<file path="config.mk">
export PLATFORM = sky130hd
export DESIGN_NAME = vend_dispense_ctrl
export DESIGN_NICKNAME = d
export VERILOG_FILES = /design/src/rtl/vend_dispense_ctrl.sv
export SDC_FILE = /design/constraint.sdc
export NUM_CORES = 1
export LEC_CHECK = 0
export ABC_AREA = 1
export CAP_MARGIN = 30
export CORE_UTILIZATION = 40
export CTS_CLUSTER_DIAMETER = 40
export CTS_CLUSTER_SIZE = 24
export DETAILED_ROUTE_END_ITERATION = 10
export PLACE_DENSITY = 0.72
export SYNTH_ARGS = -nofsm -noshare
export SYNTH_HDL_FRONTEND = slang
export SYNTH_SLANG_ARGS = --single-unit
</file>
<file path="constraint.sdc">
create_clock -name clk -period 2.4 [get_ports clk]
set_clock_uncertainty 0.05 [all_clocks]
set_input_delay 0.48 -clock clk [delete_from_list [all_inputs] [get_ports clk]]
set_output_delay 0.48 -clock clk [all_outputs]
set_load 0.01 [all_outputs]
</file>
<file path="src/rtl/vend_dispense_ctrl.sv">
// Vending dispense controller: coin credit, vend/change sequencing, and the
// 4-phase changeState / cancelled handshakes with the selector FSM.
module vend_dispense_ctrl #(
  parameter int unsigned CREDIT_W        = 8,
  parameter int unsigned MAX_CREDIT      = 255,
  parameter int unsigned DISPENSE_CYCLES = 4
) (
  input  logic                clk,
  input  logic                rst_n,
  input  logic [1:0]          state,
  input  logic [3:0]          index,
  input  logic [CREDIT_W-1:0] price,
  input  logic                coin_valid,
  input  logic [CREDIT_W-1:0] coin_value,
  input  logic                cancelled,
  input  logic                changeStateDone,
  output logic                changeState,
  output logic                cancelledDone,
  output logic                dispense,
  output logic [3:0]          dispense_index,
  output logic                change_valid,
  output logic [CREDIT_W-1:0] change_amount,
  output logic                coin_reject,
  output logic [CREDIT_W-1:0] credit,
  output logic                busy
);

  localparam int unsigned CNT_W = (DISPENSE_CYCLES > 1) ? $clog2(DISPENSE_CYCLES) : 1;

  typedef enum logic [2:0] {
    S_IDLE,
    S_VEND,
    S_CHANGE,
    S_HS_REQ,
    S_HS_REL,
    S_REFUND,
    S_CAN_ACK
  } st_t;

  st_t                 cur, nxt;
  logic [CNT_W-1:0]    cnt_q;
  logic [CREDIT_W-1:0] credit_q;
  logic [CREDIT_W-1:0] price_q;
  logic [3:0]          index_q;
  logic                coin_reject_q;
  logic [CREDIT_W:0]   coin_sum;
  logic                coin_ok;
  logic                vend_go;
  logic                cnt_done;

  // Sum carried one bit wider so an overflowing coin is detected, not wrapped.
  assign coin_sum = {1'b0, credit_q} + {1'b0, coin_value};
  assign coin_ok  = coin_valid && (cur == S_IDLE) &&
                    (coin_sum <= (CREDIT_W+1)'(MAX_CREDIT));
  // Decision uses registered (pre-coin) credit, so a same-cycle coin never funds it.
  assign vend_go  = (state == 2'b01) && (credit_q >= price);
  assign cnt_done = (cnt_q == CNT_W'(DISPENSE_CYCLES - 1));

  // State register.
  always_ff @(posedge clk or negedge rst_n) begin
    if (!rst_n) cur <= S_IDLE;
    else        cur <= nxt;
  end

  // Next-state logic; cancel has priority over a vend in IDLE.
  always_comb begin
    nxt = cur;
    unique case (cur)
      S_IDLE: begin
        if (cancelled)    nxt = S_REFUND;
        else if (vend_go) nxt = S_VEND;
      end
      S_VEND:    if (cnt_done) nxt = S_CHANGE;
      S_CHANGE:  nxt = S_HS_REQ;
      S_HS_REQ:  if (changeStateDone) nxt = S_HS_REL;
      S_HS_REL:  if (!changeStateDone) nxt = S_IDLE;
      S_REFUND:  nxt = S_CAN_ACK;
      S_CAN_ACK: if (!cancelled) nxt = S_IDLE;
      default:   nxt = S_IDLE;
    endcase
  end

  // Moore outputs decoded from the state register.
  always_comb begin
    changeState   = (cur == S_HS_REQ);
    cancelledDone = (cur == S_CAN_ACK);
    dispense      = (cur == S_VEND);
    change_valid  = (cur == S_CHANGE) || (cur == S_REFUND);
    busy          = (cur != S_IDLE);
    change_amount = '0;
    if (cur == S_CHANGE)      change_amount = credit_q - price_q;
    else if (cur == S_REFUND) change_amount = credit_q;
  end

  // Credit accumulation, coin rejection, vend latching and dispense timing.
  always_ff @(posedge clk or negedge rst_n) begin
    if (!rst_n) begin
      credit_q      <= '0;
      price_q       <= '0;
      index_q       <= '0;
      coin_reject_q <= 1'b0;
      cnt_q         <= '0;
    end else begin
      if (cur == S_CHANGE || cur == S_REFUND) credit_q <= '0;
      else if (coin_ok)                       credit_q <= coin_sum[CREDIT_W-1:0];
      coin_reject_q <= coin_valid && !coin_ok;
      if (cur == S_IDLE && !cancelled && vend_go) begin
        price_q <= price;
        index_q <= index;
      end
      cnt_q <= (cur == S_VEND && !cnt_done) ? cnt_q + 1'b1 : '0;
    end
  end

  assign credit         = credit_q;
  assign coin_reject    = coin_reject_q;
  assign dispense_index = index_q;

endmodule
</file>
==> metrics.txt, run 1 <==
RR Startpoint=credit[0]$_DFFE_PN0P_; area of the die=0.005800 mm²; # port buffers=52; global-route wire length before repair=approximately 10 mm; Buf+Inv Stages, Crit Path=3; Skew-Pair Late Insertion Delay=about 0.28 ns; CP max-delay cell=dfrtp_1; gpl congestion=about 0.88; TritonRoute pass-1 iters=4; peak supply drop=roughly 0.00080 V; Crit. End Element=output pin; # rows=26; relative slew slack=0.7520; cts hold-fix bufs=0; Syn Area/Cell=between 7 and 8 µm²; worst endpoint required time=about 1.9 ns; worst-margin pin slew=between 0.3 and 0.4 ns; Hold Path End=cnt_q[0]$_DFF_PN0_; Pwr per Cell Area=between 1000 and 1500 mW/mm²; Worst Path Max Fanout=2; Hold Path Origin=cnt_q[0]$_DFF_PN0_; DP HPWL=around 4.3 mm; IO Pins=between 50 and 60; grt ovf=0; die height=approximately 76 µm; Placed Area=between 0.002 and 0.003 mm²; post-DR vias/cell=just under 5; worst path cell trace=ha_4, fa_2, inv_2, buf_4, nor2_4, o32ai_4, buf_2; vias in the first global route=around 2100; reg2reg path depth=10; Die X=between 70 and 80 µm; Final Cycle Share=1.019; diode count=0; most common cell after layout, fill and taps aside=nand2_1; hold path depth=1; Area growth syn-to-layout=45.79%; fmax=just over 400 MHz; CTS root buf=clkbuf_8; most frequent cells in the layout=nand2_1 (79), inv_1 (44), clkdlybuf4s50_1 (44), buf_4 (38), nand3_1 (30); Clk pin slew, worst setup/hold paths=0.10 ns; Post-Syn Instances=301; setup violators final=4; CTS max path bufs=2; cts bufs inserted=3; Final Core Density=0.6161; count of final max-slew check failures=0; Hold WC Path Type=register to register; Top Usage Layer GRT=met2; syn nets=between 300 and 400; CTS tree=yes; Yosys cell types=30; antenna viol nets, final=0; met2 usage=0.3518; Total Power=between 0.003 and 0.004 W; Max Cap Violations=0; worst stage delay on the critical path=0.43 ns; final wirelength=6.134 mm; initial antenna violation count=0; layout cell share with drive strength beyond 1=0.2308; Post-route DRC=0; startpoint class of the critical path=register; largest net degree at the start of global routing=27; GR Util met3=0.04192; Hold Vio Cnt, Final=0; DR iter-0 viols=around 110; Period minus WS final=around 2.4 ns; vias=about 2300; DR WL/cell=approximately 13 µm; arrival time worst endpoint=~1.9 ns; clock sinks=26; met1 usage=0.2731; family with the most delay on the worst path=adder cells; Crit Path Category=register to output pin; P_leak=between 1.5 and 2 nW; Seq/Total Area, Yosys=0.2958; RSZ-0062 raised after global routing=yes; CTS H-tree lvls=1; flop2flop setup slack=between 0.3 and 0.4 ns; reg2reg end=credit[2]$_DFFE_PN0P_; Initial Util=0.4226; nets=around 440; Yosys reg bits=26; total track usage=0.2052; Final WS setup=-0.04561 ns; failing checks=setup timing; status=finished, violations left; post-synthesis instance area=between 0.002 and 0.0025 mm²; Synth Warn #=0; design area=roughly 0.0032 mm²; CORE AREA=0.005205 mm²
## logic make-up after synthesis
kind of cell	count (synthesis)	synth area share
and+or+nand+nor	149	0.3202
xor gates and xnor gates	5	0.01991
DFF	26	0.2958
adders and majority gates	26	0.1547
AOI/OAI and AO/OA	38	0.09841
buffers and inverters	57	0.1109
## routing by layer
layer | vias to the layer above | routed length (µm)
met5 | - | 0
met4 | 0 | 103
met3 | 12 | 299
met2 | 68 | 3040
met1 | 1054 | 2691
li1 | 1152 | -
## worst max path at each step
| stage | depth (start not counted) | from | end | slack [ns] |
|---|---|---|---|---|
| 6_report | 7 | price_q[0]$_DFFE_PN0P_ | change_amount[2] | -0.05 |
| 5_1_grt | 9 | credit[2]$_DFFE_PN0P_ | change_amount[5] | -0.12 |
| 4_1_cts | 10 | credit[0]$_DFFE_PN0P_ | change_amount[4] | -0.001 |
| 3_5_place_dp | 9 | credit[2]$_DFFE_PN0P_ | change_amount[5] | -0.20 |
| 3_3_place_gp | 9 | credit[0]$_DFFE_PN0P_ | change_amount[7] | -0.15 |
| 2_1_floorplan | 6 | credit[0]$_DFFE_PN0P_ | change_amount[2] | 0.28 |
## Yosys cell counts
cell type  number  area (µm²)
nand4_1         7       43.79
a21oi_1         9       45.04
a31oi_1         3       18.77
a21o_1          3       22.52
buf_4           2       15.01
fa_1            2       40.04
nor2_4          4       45.04
inv_1          49       183.9
o22ai_1         2       12.51
nand2_1        81       304.0
nor3_2          2       20.02
nand3_1        31       155.2
nor3_4          2       32.53
o21bai_1        1       7.510
nor2_2          1       6.260
xnor2_1         2       17.52
nand2_2         4       25.02
o31ai_1         1       7.510
nor2_1         15       56.30
inv_2           3       11.26
o21ai_2         1       8.760
o32ai_1         1       8.760
nand3_2         1       10.01
o21ai_0         9       45.04
buf_6           3       33.78
or2_2           1       6.260
xor2_1          3       26.28
o21ai_1         8       40.04
ha_1           24       300.3
dfrtp_1        26       650.6
## registers in the layout, indices dropped and copies added (netlist names)
register,cells
cnt_q,2
coin_reject,1
credit,8
cur,3
dispense_index,4
price_q,8
## where the power goes
part,switching [W],internal (W)
registers,0.000128,0.000612
logic,0.00152,0.00133
clock network,0.000156,0.000223
## through the flow
step	hold WS (ns)	std cells	TNS [ns]	setup slack, ns
2_1_floorplan	0.1344	301	0	0.2757
3_3_place_gp	0.3698	447	-0.9158	-0.1460
4_1_cts	0.3965	455	-0.001166	-0.001166
3_5_place_dp	0.3817	447	-1.366	-0.2045
5_1_grt	0.4136	460	-0.6038	-0.1215
6_report	0.3917	460	-0.08622	-0.04561
## cell type report
cell class | instances | area, µm²
Inverter | 52 | 195.2
Timing Repair Buffer | 90 | 773.2
Clock inverter | 1 | 30.03
Sequential cell | 26 | 650.6
Fill cell | 495 | 1998
Multi-Input combinational cell | 218 | 1429
Clock buffer | 3 | 41.29
Tap cell | 70 | 87.58
## timing repair
action	CTS	global route
setup endpoints to repair	8	7
pin swaps	6	11
resized for setup	39	16
buffers inserted	4	5
Power figures use the tool's default switching activity.
==> run 2, diff against run 1 <==
==> constraint.sdc (replaced) <==
create_clock -name clk -period 2.4 [get_ports clk]
set_clock_uncertainty 0.05 [all_clocks]
set_input_delay 0.24 -clock clk [delete_from_list [all_inputs] [get_ports clk]]
set_output_delay 0.24 -clock clk [all_outputs]
set_load 0.01 [all_outputs]
==> metrics.txt, run 2 (same netlist as run 1, synthesis figures left out) <==
CTS max path bufs=2; worst stage delay on the critical path=~0.43 ns; worst path cell trace=ha_4, fa_2, nor2_4, o21ai_1, nand2_1, a21oi_2, o21ai_1, nand2_1, dlygate4sd2_1; Skew-Pair Late Insertion Delay=about 0.27 ns; count of final max-slew check failures=0; clock sinks=26; Clk pin slew, worst setup/hold paths=around 0.090 ns; Placement Setup Slack=roughly 0.042 ns; nets=roughly 430; setup violators final=0; area of the die=between 0.005 and 0.006 mm²; CORE AREA=0.005205 mm²; Crit Path Category=register to output pin; most common cell after layout, fill and taps aside=nand2_1; # port buffers=52; hold_ws=between 0.2 and 0.3 ns; final setup TNS=0 ns; peak supply drop=roughly 0.00073 V; Clk pwr share=0.082; cts bufs inserted=3; Final Cycle Share=0.9910; Hold Vio Cnt, Final=0; Pwr per Cell Area=1159 mW/mm²; DP HPWL=4.259 mm; most frequent cells in the layout=nand2_1 (79), inv_1 (48), clkdlybuf4s50_1 (45), nand3_1 (30), dfrtp_1 (26); post-DR vias/cell=roughly 4.9; vias in the first global route=between 1500 and 2000; Area growth syn-to-layout=37.77%; RR Startpoint=credit[0]$_DFFE_PN0P_; gpl congestion=roughly 0.85; CP max-delay cell=dfrtp_1; reg2reg end=credit[2]$_DFFE_PN0P_; reg2reg path depth=10; fillers=between 400 and 500; antenna viol nets, final=0; Die X=around 76 µm; global-route wire length before repair=slightly below 9 mm; Logic pwr share=0.703; worst-margin pin slew=about 0.34 ns; sequential cell area=650.6 µm²; DR WL/cell=about 12 µm; Post-route DRC=0; Max Cap Violations=0; DR iter-0 viols=roughly 120; Initial Util=0.4226; P_leak=1.618 nW; final wirelength=between 5 and 6 mm; Multi-input gate area=around 0.0014 mm²; startpoint class of the critical path=register; layout cell share with drive strength beyond 1=0.1536; post-route insts no fill=441; Total Power=around 0.0035 W; worst endpoint required time=2.11 ns; fmax=between 400 and 500 MHz; diode count=0; IO Pins=53; Period minus WS final=roughly 2.4 ns; Int Pwr=approximately 0.0019 W; largest net degree at the start of global routing=27; family with the most delay on the worst path=adder cells; Final WS setup=between 0.02 and 0.025 ns; Net Sw Frac=0.4668; # rows=26; Placed Cells=431; CTS H-tree lvls=1; CTS tree=yes; Reg power frac=0.216; TritonRoute pass-1 iters=4; total track usage=0.1866; Buf+Inv Stages, Crit Path=1; grt ovf=0; switching pwr=roughly 0.0016 W; arrival time worst endpoint=~2.1 ns; status=completed; CTS root buf=clkbuf_8; die height=about 76 µm; initial antenna violation count=0; relative slew slack=0.7706; Worst Path Max Fanout=3; vias=between 2000 and 2500; Hold WC Path Type=input pin to async pin; Crit. End Element=output pin; flop2flop setup slack=0.31 ns
## run 2: changes by cell type in the layout (fill, tap and decap cells not counted), moves of 3 or more
cell and change:
buf_4 -19, buf_2 -5, inv_1 +4, inv_2 -4, nor2_2 -4, dlygate4sd2_1 +3, nor2_1 +3
## run 2: per-stage QoR
step	area [µm²]	util
4_1_cts	2933	0.5635
5_1_grt	3030	0.5822
6_report	3030	0.5822
2_1_floorplan	2200	-
3_3_place_gp	2856	0.5488
3_5_place_dp	2856	0.5488
## run 2: worst register-to-register path, stage by stage (launching register included)
cell,delay (ns)
dfrtp_1,0.38
buf_4,0.13
ha_1,0.21
fa_1,0.40
nand3_1,0.09
nand2_1,0.10
nand4_1,0.11
nand3_2,0.23
inv_1,0.17
nand2_1,0.06
o21ai_1,0.08
## run 2: routing by layer
| metal | vias to the layer above | track usage | share of wire |
|---|---|---|---|
| li1 | 1113 | - | - |
| met1 | 982 | 0.2574 | 0.46 |
| met2 | 67 | 0.3127 | 0.47 |
| met3 | 4 | 0.03593 | 0.057 |
| met4 | 0 | 0.02115 | 0.0070 |
| met5 | - | 0 | 0 |
## run 2: worst max-delay path by stage
stage                           start                to  slack [ns]  depth (start not counted)
5_1_grt         credit[0]$_DFFE_PN0P_  change_amount[4]       -0.06                         10
3_3_place_gp   price_q[1]$_DFFE_PN0P_  change_amount[7]        0.06                          9
6_report       price_q[0]$_DFFE_PN0P_  change_amount[4]        0.02                          9
2_1_floorplan   credit[0]$_DFFE_PN0P_  change_amount[2]        0.52                          6
4_1_cts        price_q[2]$_DFFE_PN0P_  change_amount[7]       -0.17                          9
3_5_place_dp    credit[1]$_DFFE_PN0P_  change_amount[7]        0.04                          8
## run 2: timing repair
action                     4_1_cts  5_1_grt
pin swaps                        1        2
gates resized for setup         10       19
cloned                           0        0
buffers inserted                 3        3
hold buffers                     0        0
setup endpoints to repair        7        6
## run 2: final cells by class
type	count	area share
multi-input cells	218	0.4579
repair buffers	71	0.2159
flip-flops and latches	26	0.2147
inverters	52	0.06441
well taps	70	0.02890
clock buffers	4	0.01817
## run 2: power groups by stage
stage,clock (W),sequential [W],combinational [W]
after CTS,0.000298,0.000744,0.00224
after global routing,0.000310,0.000779,0.00277
after global placement,0,0.000748,0.00216
after detailed placement,0,0.000754,0.00220
after floorplan,0,0.000784,0.00139
final,0.000287,0.000758,0.00247
